File: config.mk
export PLATFORM = sky130hd
export DESIGN_NAME = mem_access_unit
export DESIGN_NICKNAME = d
export VERILOG_FILES = /design/src/rtl/mem_access_unit_pkg.sv /design/src/rtl/mem_access_unit_req_fifo.sv /design/src/rtl/mem_access_unit.sv
export SDC_FILE = /design/constraint.sdc
export NUM_CORES = 1
export LEC_CHECK = 0
export CAP_MARGIN = 20
export CORE_AREA = 2 2 104 106
export DETAILED_ROUTE_END_ITERATION = 12
export DIE_AREA = 0 0 106 108
export HOLD_SLACK_MARGIN = 0.08
export PLACE_DENSITY_LB_ADDON = 0.25
export SLEW_MARGIN = 40
export SYNTH_ARGS = -nofsm -noshare
export SYNTH_HDL_FRONTEND = slang
export SYNTH_SLANG_ARGS = --single-unit
File: constraint.sdc
create_clock -name clk -period 5 [get_ports clk]
set_input_delay 1.25 -clock clk [delete_from_list [all_inputs] [get_ports clk]]
set_output_delay 1.25 -clock clk [all_outputs]
set_load 0.05 [all_outputs]
File: src/rtl/mem_access_unit_pkg.sv
// Shared types and defaults for the data-memory access unit.
// AW/DW/ROW_D defaults match the data memory's row and column sizes.
package mem_access_unit_pkg;

   localparam int AW_DEF    = 16;
   localparam int DW_DEF    = 16;
   localparam int ROW_D_DEF = 8;

   typedef enum logic [1:0] {
      IDLE  = 2'd0,
      ISSUE = 2'd1,
      RESP  = 2'd2
   } state_e;

   typedef struct packed {
      logic              we;
      logic [AW_DEF-1:0] addr;
      logic [DW_DEF-1:0] wdata;
   } req_entry_t;

   // Full-width unsigned compare, so high address bits never alias into range
   function automatic logic addr_in_range(input logic [AW_DEF-1:0] addr, input int rows);
      logic [31:0] a32;
      logic [31:0] r32;
      a32 = 32'(addr);
      r32 = rows;
      return (a32 < r32);
   endfunction

endpackage

File: src/rtl/mem_access_unit_req_fifo.sv
// In-order request queue with synchronous reset; push is refused when full
// even if a pop happens in the same cycle.
module req_fifo #(
   parameter int  WIDTH = 33,
   parameter int  DEPTH = 2,
   localparam int PW    = (DEPTH > 1) ? $clog2(DEPTH) : 1,
   localparam int CW    = $clog2(DEPTH + 1)
) (
   input  logic             clk,
   input  logic             rst,
   input  logic             push,
   input  logic             pop,
   input  logic [WIDTH-1:0] din,
   output logic [WIDTH-1:0] dout,
   output logic             full,
   output logic             empty,
   output logic [CW-1:0]    count
);

   logic [WIDTH-1:0] mem_q [DEPTH];
   logic [PW-1:0]    wr_ptr_q, wr_ptr_d;
   logic [PW-1:0]    rd_ptr_q, rd_ptr_d;
   logic [CW-1:0]    count_q, count_d;
   logic             do_push;
   logic             do_pop;

   assign full  = (count_q == CW'(DEPTH));
   assign empty = (count_q == '0);
   assign dout  = mem_q[rd_ptr_q];
   assign count = count_q;

   // Next pointer and occupancy; pointers wrap naturally since DEPTH is a power of two
   always_comb begin
      do_push  = push & !full;
      do_pop   = pop & !empty;
      wr_ptr_d = wr_ptr_q;
      rd_ptr_d = rd_ptr_q;
      count_d  = count_q;
      if (do_push) wr_ptr_d = wr_ptr_q + PW'(1);
      if (do_pop)  rd_ptr_d = rd_ptr_q + PW'(1);
      if (do_push && !do_pop)      count_d = count_q + CW'(1);
      else if (!do_push && do_pop) count_d = count_q - CW'(1);
   end

   // Pointer and count registers, cleared by reset to an empty queue
   always_ff @(posedge clk) begin
      if (rst) begin
         wr_ptr_q <= '0;
         rd_ptr_q <= '0;
         count_q  <= '0;
      end else begin
         wr_ptr_q <= wr_ptr_d;
         rd_ptr_q <= rd_ptr_d;
         count_q  <= count_d;
      end
   end

   // Entry storage needs no reset; only slots behind the count are ever read
   always_ff @(posedge clk) begin
      if (do_push) mem_q[wr_ptr_q] <= din;
   end

endmodule

File: src/rtl/mem_access_unit.sv
// Initiator side of the data-memory port: queues load/store requests, issues
// them one at a time and returns load data over a valid/ready channel.
module mem_access_unit
   import mem_access_unit_pkg::*;
#(
   parameter int DEPTH = 2,
   parameter int ROW_D = ROW_D_DEF,
   parameter int AW    = AW_DEF,
   parameter int DW    = DW_DEF
) (
   input  logic          clk,
   input  logic          rst,
   input  logic          req_valid,
   output logic          req_ready,
   input  logic          req_we,
   input  logic [AW-1:0] req_addr,
   input  logic [DW-1:0] req_wdata,
   output logic          rsp_valid,
   input  logic          rsp_ready,
   output logic [DW-1:0] rsp_rdata,
   output logic          rsp_err,
   output logic          st_err,
   output logic          busy,
   output logic [AW-1:0] mem_access_addr,
   output logic [DW-1:0] mem_write_data,
   output logic          mem_write_en,
   output logic          mem_read,
   input  logic [DW-1:0] mem_read_data
);

   localparam int CW = $clog2(DEPTH + 1);

   req_entry_t    fifo_din, fifo_dout;
   logic          fifo_push, fifo_pop, fifo_full, fifo_empty;
   logic [CW-1:0] fifo_count;
   logic          head_ok;

   state_e        state_q, state_d;
   logic          issue_we_q, issue_we_d;
   logic          issue_ok_q, issue_ok_d;
   logic [AW-1:0] mem_access_addr_q, mem_access_addr_d;
   logic [DW-1:0] mem_write_data_q, mem_write_data_d;
   logic          mem_write_en_q, mem_write_en_d;
   logic          mem_read_q, mem_read_d;
   logic          st_err_q, st_err_d;
   logic          rsp_valid_q, rsp_valid_d;
   logic [DW-1:0] rsp_rdata_q, rsp_rdata_d;
   logic          rsp_err_q, rsp_err_d;

   assign fifo_din  = '{we: req_we, addr: req_addr, wdata: req_wdata};
   assign fifo_push = req_valid & !fifo_full;
   assign head_ok   = addr_in_range(fifo_dout.addr, ROW_D);

   req_fifo #(
      .WIDTH($bits(req_entry_t)),
      .DEPTH(DEPTH)
   ) u_req_fifo (
      .clk  (clk),
      .rst  (rst),
      .push (fifo_push),
      .pop  (fifo_pop),
      .din  (fifo_din),
      .dout (fifo_dout),
      .full (fifo_full),
      .empty(fifo_empty),
      .count(fifo_count)
   );

   // Sequencer: memory strobes are set up at pop time so they are registered
   // and high exactly during the ISSUE cycle; out-of-range addresses never
   // reach mem_access_addr
   always_comb begin
      state_d           = state_q;
      issue_we_d        = issue_we_q;
      issue_ok_d        = issue_ok_q;
      mem_access_addr_d = mem_access_addr_q;
      mem_write_data_d  = mem_write_data_q;
      mem_write_en_d    = mem_write_en_q;
      mem_read_d        = mem_read_q;
      st_err_d          = st_err_q;
      rsp_valid_d       = rsp_valid_q;
      rsp_rdata_d       = rsp_rdata_q;
      rsp_err_d         = rsp_err_q;
      fifo_pop          = 1'b0;
      case (state_q)
         IDLE: begin
            if (!fifo_empty) begin
               fifo_pop   = 1'b1;
               issue_we_d = fifo_dout.we;
               issue_ok_d = head_ok;
               state_d    = ISSUE;
               if (head_ok) begin
                  mem_access_addr_d = fifo_dout.addr;
                  if (fifo_dout.we) begin
                     mem_write_en_d   = 1'b1;
                     mem_write_data_d = fifo_dout.wdata;
                  end else begin
                     mem_read_d = 1'b1;
                  end
               end else if (fifo_dout.we) begin
                  st_err_d = 1'b1;
               end
            end
         end
         ISSUE: begin
            mem_write_en_d = 1'b0;
            mem_read_d     = 1'b0;
            st_err_d       = 1'b0;
            if (issue_we_q) begin
               state_d = IDLE;
            end else begin
               state_d     = RESP;
               rsp_valid_d = 1'b1;
               rsp_rdata_d = issue_ok_q ? mem_read_data : '0;
               rsp_err_d   = !issue_ok_q;
            end
         end
         RESP: begin
            if (rsp_ready) begin
               rsp_valid_d = 1'b0;
               state_d     = IDLE;
            end
         end
         default: state_d = IDLE;
      endcase
   end

   // State and registered outputs; reset drops any in-flight response
   always_ff @(posedge clk) begin
      if (rst) begin
         state_q           <= IDLE;
         issue_we_q        <= 1'b0;
         issue_ok_q        <= 1'b0;
         mem_access_addr_q <= '0;
         mem_write_data_q  <= '0;
         mem_write_en_q    <= 1'b0;
         mem_read_q        <= 1'b0;
         st_err_q          <= 1'b0;
         rsp_valid_q       <= 1'b0;
         rsp_rdata_q       <= '0;
         rsp_err_q         <= 1'b0;
      end else begin
         state_q           <= state_d;
         issue_we_q        <= issue_we_d;
         issue_ok_q        <= issue_ok_d;
         mem_access_addr_q <= mem_access_addr_d;
         mem_write_data_q  <= mem_write_data_d;
         mem_write_en_q    <= mem_write_en_d;
         mem_read_q        <= mem_read_d;
         st_err_q          <= st_err_d;
         rsp_valid_q       <= rsp_valid_d;
         rsp_rdata_q       <= rsp_rdata_d;
         rsp_err_q         <= rsp_err_d;
      end
   end

   assign req_ready       = !fifo_full;
   assign busy            = (fifo_count != '0) | (state_q != IDLE);
   assign mem_access_addr = mem_access_addr_q;
   assign mem_write_data  = mem_write_data_q;
   assign mem_write_en    = mem_write_en_q;
   assign mem_read        = mem_read_q;
   assign st_err          = st_err_q;
   assign rsp_valid       = rsp_valid_q;
   assign rsp_rdata       = rsp_rdata_q;
   assign rsp_err         = rsp_err_q;

endmodule

---- Word-level counts from Yosys, hierarchy flattened ----
Memories as Yosys holds them, arrays and structs flattened. A register that Yosys moved wholly into a read port is not among the register bits.
Index checks and enable logic that the tools add are counted.
storage, ports and cells
  flip-flop bits (word level) ............. 61
  word-level logic and storage cells ...... 86
  output and inout port bits .............. 55
  bits of input ports ..................... 53
  memory bits (writable) .................. 66
  memories kept ........................... 1
operators by class
  muxes and demuxes ....................... 27
  reduce and logical (&&, ||, !) cells .... 23
  bitwise operators ....................... 6
  add/sub/neg operators ................... 4
  order comparisons ....................... 1
  eq/ne operators ......................... 10
memories
  name              depth  bits a word  read ports  clocked after Yosys merged registers in  write ports  RTL line                        source
  u_req_fifo.mem_q  2      33           1           1                                        1            mem_access_unit_req_fifo.sv:20  logic [WIDTH-1:0] mem_q [DEPTH];
operators by type and width
  kind                 number
  $lt 16x4->1 const B  1
  $mux 1               16
  $mux 16              1
  $reduce_and 4->1     4
  $ne 2x2->1 const B   7
  $mux 2               5
  $reduce_bool 2->1    5
  $pmux 1 s2           4
  $pmux 2 s3           1
  $reduce_and 2->1     3
  $reduce_and 3->1     2
  $logic_not 1->1      5
  $eq 2x2->1 const B   2
  $logic_not 2->1      2
  $and 1x1->1          3
  $add 1x1->1 const B  2
  $add 2x1->2 const B  1
  $eq 2x1->1 const B   1
  $logic_and 1x1->1    2
  $not 1->1            2
  $sub 2x1->2 const B  1
  $or 1x1->1           1

---- Depth between registers and ports, before layout ----
Gate-level depths: netlist of run 1.
  depth in word-level cells ............... 8
  mapped depth ............................ 7
  depth with buffers taken out ............ 7

---- Hierarchy ----
From an unflattened synthesis of run 1, not the netlist that was laid out.
unflattened totals
  cells, all modules ...................... 362
  area total of the unflattened synthesis .. 4815.9 µm²
modules (own cells, without submodules)
  module           instances  sequential area each (µm²)  cells each  area each (µm²)
  req_fifo         1          2082.0                      128         2591.2
  mem_access_unit  1          1141.1                      234         2224.6

---- Worst setup path before layout of run 1 ----
Ideal clock, no wire load.
  path type ............................... input to register
  from .................................... input req_valid
  to ...................................... memory u_req_fifo.mem_q[0][0], enable pin
  library setup time ...................... 0.423 ns
  required time ........................... 4.577 ns
  buffers on the path ..................... 0
  data arrival time ....................... 2.757 ns
  path slack .............................. 1.820 ns
  stages on the path ...................... 2
  cell sequence ........................... nand2_1 -> nor2_1
on the way
  cells in the longest elaborated chain, start to end .. 4
ends and longest elaborated chain
  element                       RTL line                        source
  start, declared               mem_access_unit.sv:13           input logic req_valid,
  $and 1x1->1                   mem_access_unit.sv:51           assign fifo_push = req_valid & !fifo_full;
  $and 1x1->1                   mem_access_unit_req_fifo.sv:34  do_push = push & !full;
  $mux 1                        mem_access_unit_req_fifo.sv:60  if (do_push) mem_q[wr_ptr_q] <= din;
  $mux 1 (not written as such)  mem_access_unit_req_fifo.sv:60
  end, declared                 mem_access_unit_req_fifo.sv:20
Every way passes these cells.

---- Worst setup path in the final report of run 1 ----
  from .................................... register state_q[0]
  to ...................................... output busy
on the way
  cells in the longest elaborated chain, start to end .. 2
ends and longest elaborated chain
  element                 RTL line                source
  start, declared         mem_access_unit.sv:38   state_e state_q, state_d;
  start signal, assigned  mem_access_unit.sv:143  state_q <= state_d;
  $reduce_bool 2->1       mem_access_unit.sv:158  assign busy = (fifo_count != '0) | (state_q != IDLE);
  $or 1x1->1              mem_access_unit.sv:158
  end, declared           mem_access_unit.sv:23   output logic busy,
Every way passes these cells.

==> results of run 1 <==
logic make-up (layout without fill, tap and decap cells):
| group | count (synthesis) | after routing |
|---|---|---|
| DFF | 128 | 128 |
| and+or+nand+nor | 108 | 108 |
| AOI/OAI and AO/OA | 51 | 51 |
| buffers and inverters | 24 | 147 |
| muxes | 20 | 20 |
| xor gates and xnor gates | 4 | 4 |
| adders and majority gates | 1 | 1 |
Yosys cell counts (2+ instances only):
master	count	area [sq um]
or3_1	2	12.5
nor2_1	28	105
nand3_1	17	85.1
and3_1	5	31.3
xor2_1	3	26.3
a211oi_1	2	15.0
nand2b_1	2	12.5
inv_1	4	15.0
clkbuf_1	14	52.6
nand2_1	24	90.1
nor3_1	4	20.0
edfxtp_1	66	1980
mux2i_1	20	200
nor4_1	7	43.8
and2_1	13	81.3
a21oi_1	29	145
buf_4	2	15.0
a211oi_2	14	175
dfxtp_1	62	1240
buf_6	2	22.5
worst max-delay path, cell delays in order (launching register included):
cell and delay [ns]:
dfxtp_1 0.49, nor2_1 0.07, nand2_1 0.07, clkdlybuf4s50_1 0.80
where the power goes:
group,total (uW),leakage [uW],internal [uW],switching [uW]
logic,480,0.000726,175,305
registers,1290,0.00112,1240,54.7
clock network,1130,0.000257,703,430
state kept, by name (all words and copies together) (netlist names), named ones only:
register             cells
u_req_fifo.mem_q        66
u_req_fifo.wr_ptr_q      1
u_req_fifo.count         2
issue_ok_q               1
rsp_valid                1
state_q                  2
mem_read                 1
issue_we_q               1
mem_write_en             1
st_err                   1
rsp_err                  1
u_req_fifo.rd_ptr_q      1
mem_write_data          16
rsp_rdata               16
mem_access_addr         16
final timing paths:
| path | slack [ns] | startpoint | cells past startpoint | end |
|---|---|---|---|---|
| max | 1.82 | state_q[0] | 3 | busy |
| min | 0.45 | rsp_rdata[13] | 2 | rsp_rdata[13] |
| max reg2reg | 2.63 | register | 6 | mem_access_addr[6] |
| min reg2reg | 0.45 | rsp_rdata[13] | 2 | rsp_rdata[13] |
area by class of cell:
cell class / count / share of cell area
Clock buffer: 17 / 0.0662
Clock inverter: 15 / 0.0230
Inverter: 4 / 0.00240
Multi-Input combinational cell: 184 / 0.190
Sequential cell: 128 / 0.515
Tap cell: 136 / 0.0272
Timing Repair Buffer: 111 / 0.176
metrics by stage:
stage	hold slack (ns)	instance area (sq um)	cells	worst slack [ns]	util
after global placement	0.439	5680	562	1.98	0.555
after CTS	0.452	6250	595	1.77	0.611
after floorplan	0.436	4510	336	1.82	-
after global routing	0.465	6260	595	1.72	0.612
after detailed placement	0.444	5690	563	2.14	0.556
final	0.450	6260	595	1.82	0.612
metal layers:
layer / vias to the layer above / global-route usage / share of wire
li1: 1440 / - / -
met1: 1402 / 0.202 / 0.45
met2: 76 / 0.261 / 0.50
met3: 4 / 0.0530 / 0.043
met4: 0 / 0.0667 / 0.0075
met5: - / 0 / 0
==> impl_metrics.toml, run 1 <==
[run_status]
outcome = "complete, no violations"

[power_and_ir_drop]
power.leakage_uw = 0.00210
irDropWorstVdd_mv = 0.223
total_power_uw = 2910
p_per_area_nw_per_um2 = 464

[cells_and_area]
drive_gt1_frac = 0.118
diodes = 0
final_common_cell = "clkdlybuf4s50_1"
filler_cell_count = 825
syn2layout_area_growth_pct = 38.8
multi_input_area_sq_um = 1190
regArea_sq_um = 3220
final_nets = 500
final_cell_mix = "106 x clkdlybuf4s50_1, 66 x edfxtp_1, 62 x dfxtp_1, 28 x a21oi_1, 27 x nor2_1"

[sta]
fmax_ghz = 0.314
fin_crit_sh = 0.636
maxSlewViolCount = 0
finalHoldViolCount = 0
finalSetupViolCount = 0
maxSlewHeadroom = 0.507
min_period_ns = 3.18
worstMarginPinSlew_ns = 0.740
skew_ns = 0.00689
rsz0062_at_grt = "false"
timing.setup.tns_ns = 0

[global_route]
antenna_found_initial = 0
grt_pass1_vias = 2904
grt_first_pass_wirelength_um = 14000
grt_max_degree = 34
grt.total_usage = 0.162
overflow = 0

[clock_tree]
numClockSinks = 128
clk_pin_slew_worst_paths_ns = 0.06
numCtsBuffers = 17
cts_tree = "done"
htree_num_levels = 4
clkLatencyLatePin_ns = 0.50
postCtsResizedCells = 0
cts-root-buf = "clkbuf_8"
postCtsSetupRepairBufs = 0
postCtsHoldBufs = 0
clockBufferDepth = 2

[die]
die_h_um = 108
dieWidth_um = 106
core_sq_um = 10200
start_util = 0.441
die_area_sq_um = 11400
rows = 37
io-pin-count = 108

[logic_synthesis]
synthAdderAreaFrac = 0.00278
yosysUniqueCellTypes = 36
syn_inst = 336
synthArstFlopShare = 0
ys_seq_area_frac = 0.715
synth.mux.area_fraction = 0.0444
synth_compound_area_frac = 0.0869
syn_area_sq_um = 4510
synth_enable_flop_cells = 66
ys_seq_elements = 128
synth_xor_area_frac = 0.00777
synth_top_family_by_area = "simple AND/OR/NAND/NOR gates"
ys_warn_count = 0
avgSynthCellArea_sq_um = 13.4
syn-num-nets = 390
yosys.area_share.simple = 0.118
synthFlopType = "edfxtp_1"

[worst_setup_path]
worst-setup-path-type = "register to output port"
required_ns = 3.75
worstPathMaxFanout = 10
end_kind = "output port"
arrival_ns = 1.93
startpoint_type = "register"

[drt]
via_count = 2922
first_pass_iters = 4
drc = 0
drt-total-wl_um = 8840
ant_nets = 0
drt_iter0_drc = 184
via_per_inst = 4.91
wl_per_cell_um = 14.9

[min_path]
min_path_type = "register to register"

[place]
port_buffers = 107
gp_congestion = 0.753
dp_hpwl_um = 5740

[job]
drv_cap = 0
Note: power is estimated with default switching activity, not from simulation.
==> run 2: changes to the inputs <==
Settings changed: CORE_AREA 2 2 104 106 to 2 2 105 107, DIE_AREA 0 0 106 108 to 0 0 107 109.
Clock period 5 ns to 2.6 ns, I/O delays scaled along.
==> impl_metrics.toml, run 2 (synthesized netlist as in run 1, its figures left out) <==
[power_and_ir_drop]
seqPwrFrac = 0.435
p_clk_frac = 0.400
p_int_uw = 4180
p_per_area_nw_per_um2 = 904
total_power_uw = 5710
p_comb_frac = 0.165
p_switching_uw = 1530
irDropWorstVdd_mv = 0.595
swShare = 0.268
power.leakage_uw = 0.00214

[job]
drv_cap = 0

[worst_setup_path]
slowest_stage = "clkdlybuf4s50_1"
slowest_delay_ns = 0.84
critPathLaunch = "rsp_valid"
crit_chain = "clkdlybuf4s50_1"
startpoint_type = "register"
path_buf_inv = 1
arrival_ns = 1.70
worst-setup-path-type = "register to output port"
end_kind = "output port"
required_ns = 1.95
path_delay_family = "buffers and inverters"
worstPathMaxFanout = 3

[clock_tree]
postCtsSetupRepairBufs = 0
htree_num_levels = 4
clkLatencyLatePin_ns = 0.50
numClockSinks = 128
cts-root-buf = "clkbuf_8"
cts_tree = "done"
numCtsBuffers = 17
postCtsHoldBufs = 0
postCtsResizedCells = 2
clk_pin_slew_worst_paths_ns = 0.06
clockBufferDepth = 2

[cells_and_area]
diodes = 0
largest_reg_flops = 66
syn2layout_area_growth_pct = 40.2
largest_register = "u_req_fifo.mem_q"
final_common_cell = "clkdlybuf4s50_1"
final_nets = 503
drive_gt1_frac = 0.126
final_cell_mix = "104 x clkdlybuf4s50_1, 66 x edfxtp_1, 62 x dfxtp_1, 29 x a21oi_1, 27 x nor2_1"

[sta]
worstMarginPinSlew_ns = 0.762
finalSetupViolCount = 0
fin_crit_sh = 0.904
min_period_ns = 2.35
finalHoldViolCount = 0
fmax_ghz = 0.425
maxSlewHeadroom = 0.490
timing.setup.tns_ns = 0
maxSlewViolCount = 0
rsz0062_at_grt = "false"
skew_ns = 0.00508

[drt]
drc = 0
first_pass_iters = 4
drt_iter0_drc = 117
via_count = 2863
via_per_inst = 4.76
ant_nets = 0
drt-total-wl_um = 8930
wl_per_cell_um = 14.8

[min_path]
min_path_type = "register to register"
hp-start = "rsp_rdata[12]"

[die]
die_h_um = 109
dieWidth_um = 107
core_sq_um = 10600
rows = 38
start_util = 0.425
die_area_sq_um = 11700
io-pin-count = 108

[global_route]
grt_first_pass_wirelength_um = 14200
antenna_found_initial = 0
grt.total_usage = 0.162
overflow = 0
grt_pass1_vias = 2843
grt_max_degree = 33

[place]
dp_hpwl_um = 5840
gp_congestion = 0.698
port_buffers = 107

[run_status]
outcome = "complete, no violations"
==> run 2: cell types whose count changed in the layout (fill, tap and decap cells not counted), sizes merged <==
cell,before,now
dlygate4sd2,0,2
clkinvlp,5,3
bufinv,2,3
buf,5,8
clkdlybuf4s50,106,104
clkinv,6,9
inv,6,4
==> run 2: worst register-to-register path: stages (launching register included) <==
cell and delay [ns]:
dfxtp_1 0.46, mux2i_1 0.16, or4_4 0.48, a211oi_4 0.16, buf_4 0.38, nor2_1 0.12
a211oi_2 0.19
==> run 2: area by class of cell <==
class / count / area [sq um]
clock buffer: 17 / 414
tap: 140 / 175
clock inverter: 15 / 170
timing repair buffer: 114 / 1140
sequential: 128 / 3220
inverter: 4 / 15.0
fill: 840 / 4280
multi-input combinational: 184 / 1180
==> run 2: final timing paths <==
path | to | slack, ns | depth (start not counted)
max | rsp_valid | 0.25 | 1
min | rsp_rdata[12] | 0.45 | 2
max reg2reg | mem_write_data[4] | 0.57 | 6
min reg2reg | rsp_rdata[12] | 0.45 | 2
==> run 2: power groups by stage <==
stage / Sequential (uW) / Clock, uW / Combinational (uW)
finish: 2490 / 2280 / 940
global route: 2510 / 2430 / 1030
CTS: 2490 / 2330 / 960
detailed placement: 2530 / 0 / 962
global placement: 2520 / 0 / 943
floorplan: 2550 / 0 / 592
==> run 2: per-layer routing <==
metal | vias up | GRT usage | part of all wire
li1 | 1447 | - | -
met1 | 1342 | 0.201 | 0.45
met2 | 65 | 0.267 | 0.49
met3 | 9 | 0.0544 | 0.046
met4 | 0 | 0.0584 | 0.011
met5 | - | 0 | 0
==> run 2: per-stage QoR <==
step | hold slack (ns) | std cells | setup WS (ns) | util | instance area, sq um
final | 0.452 | 602 | 0.249 | 0.596 | 6320
after global routing | 0.477 | 602 | 0.182 | 0.596 | 6320
after CTS | 0.451 | 602 | 0.219 | 0.596 | 6320
after detailed placement | 0.442 | 570 | 0.369 | 0.541 | 5740
after global placement | 0.439 | 570 | 0.406 | 0.541 | 5740
after floorplan | 0.436 | 336 | 0.241 | - | 4510
==> run 3: changes to the inputs <==
Settings changed: REMOVE_ABC_BUFFERS from default to 1.
==> impl_metrics.toml, run 3 (synthesized netlist as in run 1, its figures left out) <==
[worst_setup_path]
arrival_ns = 1.69
end_kind = "output port"
critPathLaunch = "state_q[1]"
slowest_delay_ns = 0.54
worstPathMaxFanout = 8
path_delay_family = "buffers and inverters"
worst-setup-path-type = "register to output port"
rrSetupSlack_ns = 0.52
slowest_stage = "dlygate4sd2_1"
required_ns = 1.95
reg2reg_depth = 6
path_buf_inv = 1
crit_chain = "nor2_1 > nand2_1 > dlygate4sd2_1"
startpoint_type = "register"
rr_endpoint = "mem_write_data[1]"

[sta]
fin_crit_sh = 0.901
min_period_ns = 2.34
post-route-worst-setup-slack_ns = 0.256
worstMarginPinSlew_ns = 0.729
skew_ns = 0.0117
rsz0062_at_grt = "false"
finalSetupViolCount = 0
maxSlewHeadroom = 0.514
finalHoldViolCount = 0
holdWs_ns = 0.452
fmax_ghz = 0.427
maxSlewViolCount = 0

[clock_tree]
cts-root-buf = "clkbuf_8"
postCtsSetupRepairBufs = 0
numClockSinks = 128
clockBufferDepth = 2
clk_pin_slew_worst_paths_ns = 0.06
htree_num_levels = 4
postCtsHoldBufs = 0
numCtsBuffers = 17
cts_tree = "done"
clkLatencyLatePin_ns = 0.51

[cells_and_area]
final_nets = 503
final_common_cell = "clkdlybuf4s50_1"
largest_register = "u_req_fifo.mem_q"
filler_cell_count = 865
final_cells = 602
drive_gt1_frac = 0.128
fin_area_sq_um = 6320
diodes = 0
final_cell_mix = "104 x clkdlybuf4s50_1, 66 x edfxtp_1, 62 x dfxtp_1, 29 x a21oi_1, 27 x nor2_1"
final_util = 0.596
largest_reg_flops = 66
syn2layout_area_growth_pct = 40.1

[drt]
first_pass_iters = 4
drt-total-wl_um = 8820
via_per_inst = 4.83
wl_per_cell_um = 14.6
ant_nets = 0
drt_iter0_drc = 145
via_count = 2905
drc = 0

[place]
gp_congestion = 0.706
dp_hpwl_um = 5870
port_buffers = 107
pre_cts_ws_ns = 0.366
place_area_sq_um = 5750
dp.cells = 570

[die]
io-pin-count = 108
die_area_sq_um = 11700
core_sq_um = 10600
start_util = 0.425
rows = 38
dieWidth_um = 107
die_h_um = 109

[min_path]
min_path_type = "register to register"
hp-start = "rsp_rdata[9]"
hold_path_depth = 2
worstHoldEndpoint = "rsp_rdata[9]"

[run_status]
outcome = "complete, no violations"

[global_route]
antenna_found_initial = 0
grt.total_usage = 0.160
grt_max_degree = 39
overflow = 0
grt_pass1_vias = 2902
grt_first_pass_wirelength_um = 14000

[power_and_ir_drop]
irDropWorstVdd_mv = 0.447
power.leakage_uw = 0.00215
p_per_area_nw_per_um2 = 892

[job]
drv_cap = 0
## run 3: changes by cell type in the layout (fill, tap and decap cells not counted), moves of 2 or more
cell        change
clkinvlp_4      -2
inv_4           +4
clkinv_2        -2
clkinv_1        -2
bufinv_16       -2
## run 3: how the worst max path moves through the flow
stage	cells after the start	endpoint	slack [ns]
2_1_floorplan	5	mem_write_data[10]	-0.34
3_3_place_gp	6	u_req_fifo.count[1]	0.44
3_5_place_dp	6	u_req_fifo.count[1]	0.37
4_1_cts	2	req_ready	0.01
5_1_grt	3	busy	0.15
6_report	3	busy	0.26
## run 3: what timing repair did
item	in CTS	in global routing
cloned	0	0
gates resized for setup	1	1
pin swaps	0	0
endpoints found under the setup margin	1	1
## run 3: stage by stage
| stage | TNS (ns) | power (uW) |
|---|---|---|
| after floorplan | -15.18 | 3100 |
| after global placement | 0 | 3460 |
| after detailed placement | 0 | 3490 |
| after CTS | 0 | 5700 |
| after global routing | 0 | 5890 |
| final | 0 | 5640 |
## run 3: layout make-up
cell class	instances	area, sq um	share of cell area
inverter	4	15.0	0.00238
timing repair buffer	114	1160	0.183
clock buffer	21	464	0.0735
sequential	128	3220	0.510
tap	140	175	0.0277
multi-input combinational	184	1180	0.187
clock inverter	11	103	0.0162
## run 3: where the power goes
group | internal (uW) | switching, uW
Clock | 1370 | 843
Sequential | 2380 | 115
Combinational | 353 | 578
## run 3: per-layer routing
metal / vias up / GRT usage / routed length [um]
met5: - / 0 / 0
met3: 5 / 0.0484 / 346
met4: 0 / 0.0640 / 82
met2: 67 / 0.271 / 4570
li1: 1444 / - / -
met1: 1389 / 0.191 / 3810
## run 3: worst min-delay path, stage by stage, from the launching register on
cell and delay (ns):
dfxtp_1 0.31, nand2_1 0.05, a21oi_1 0.05
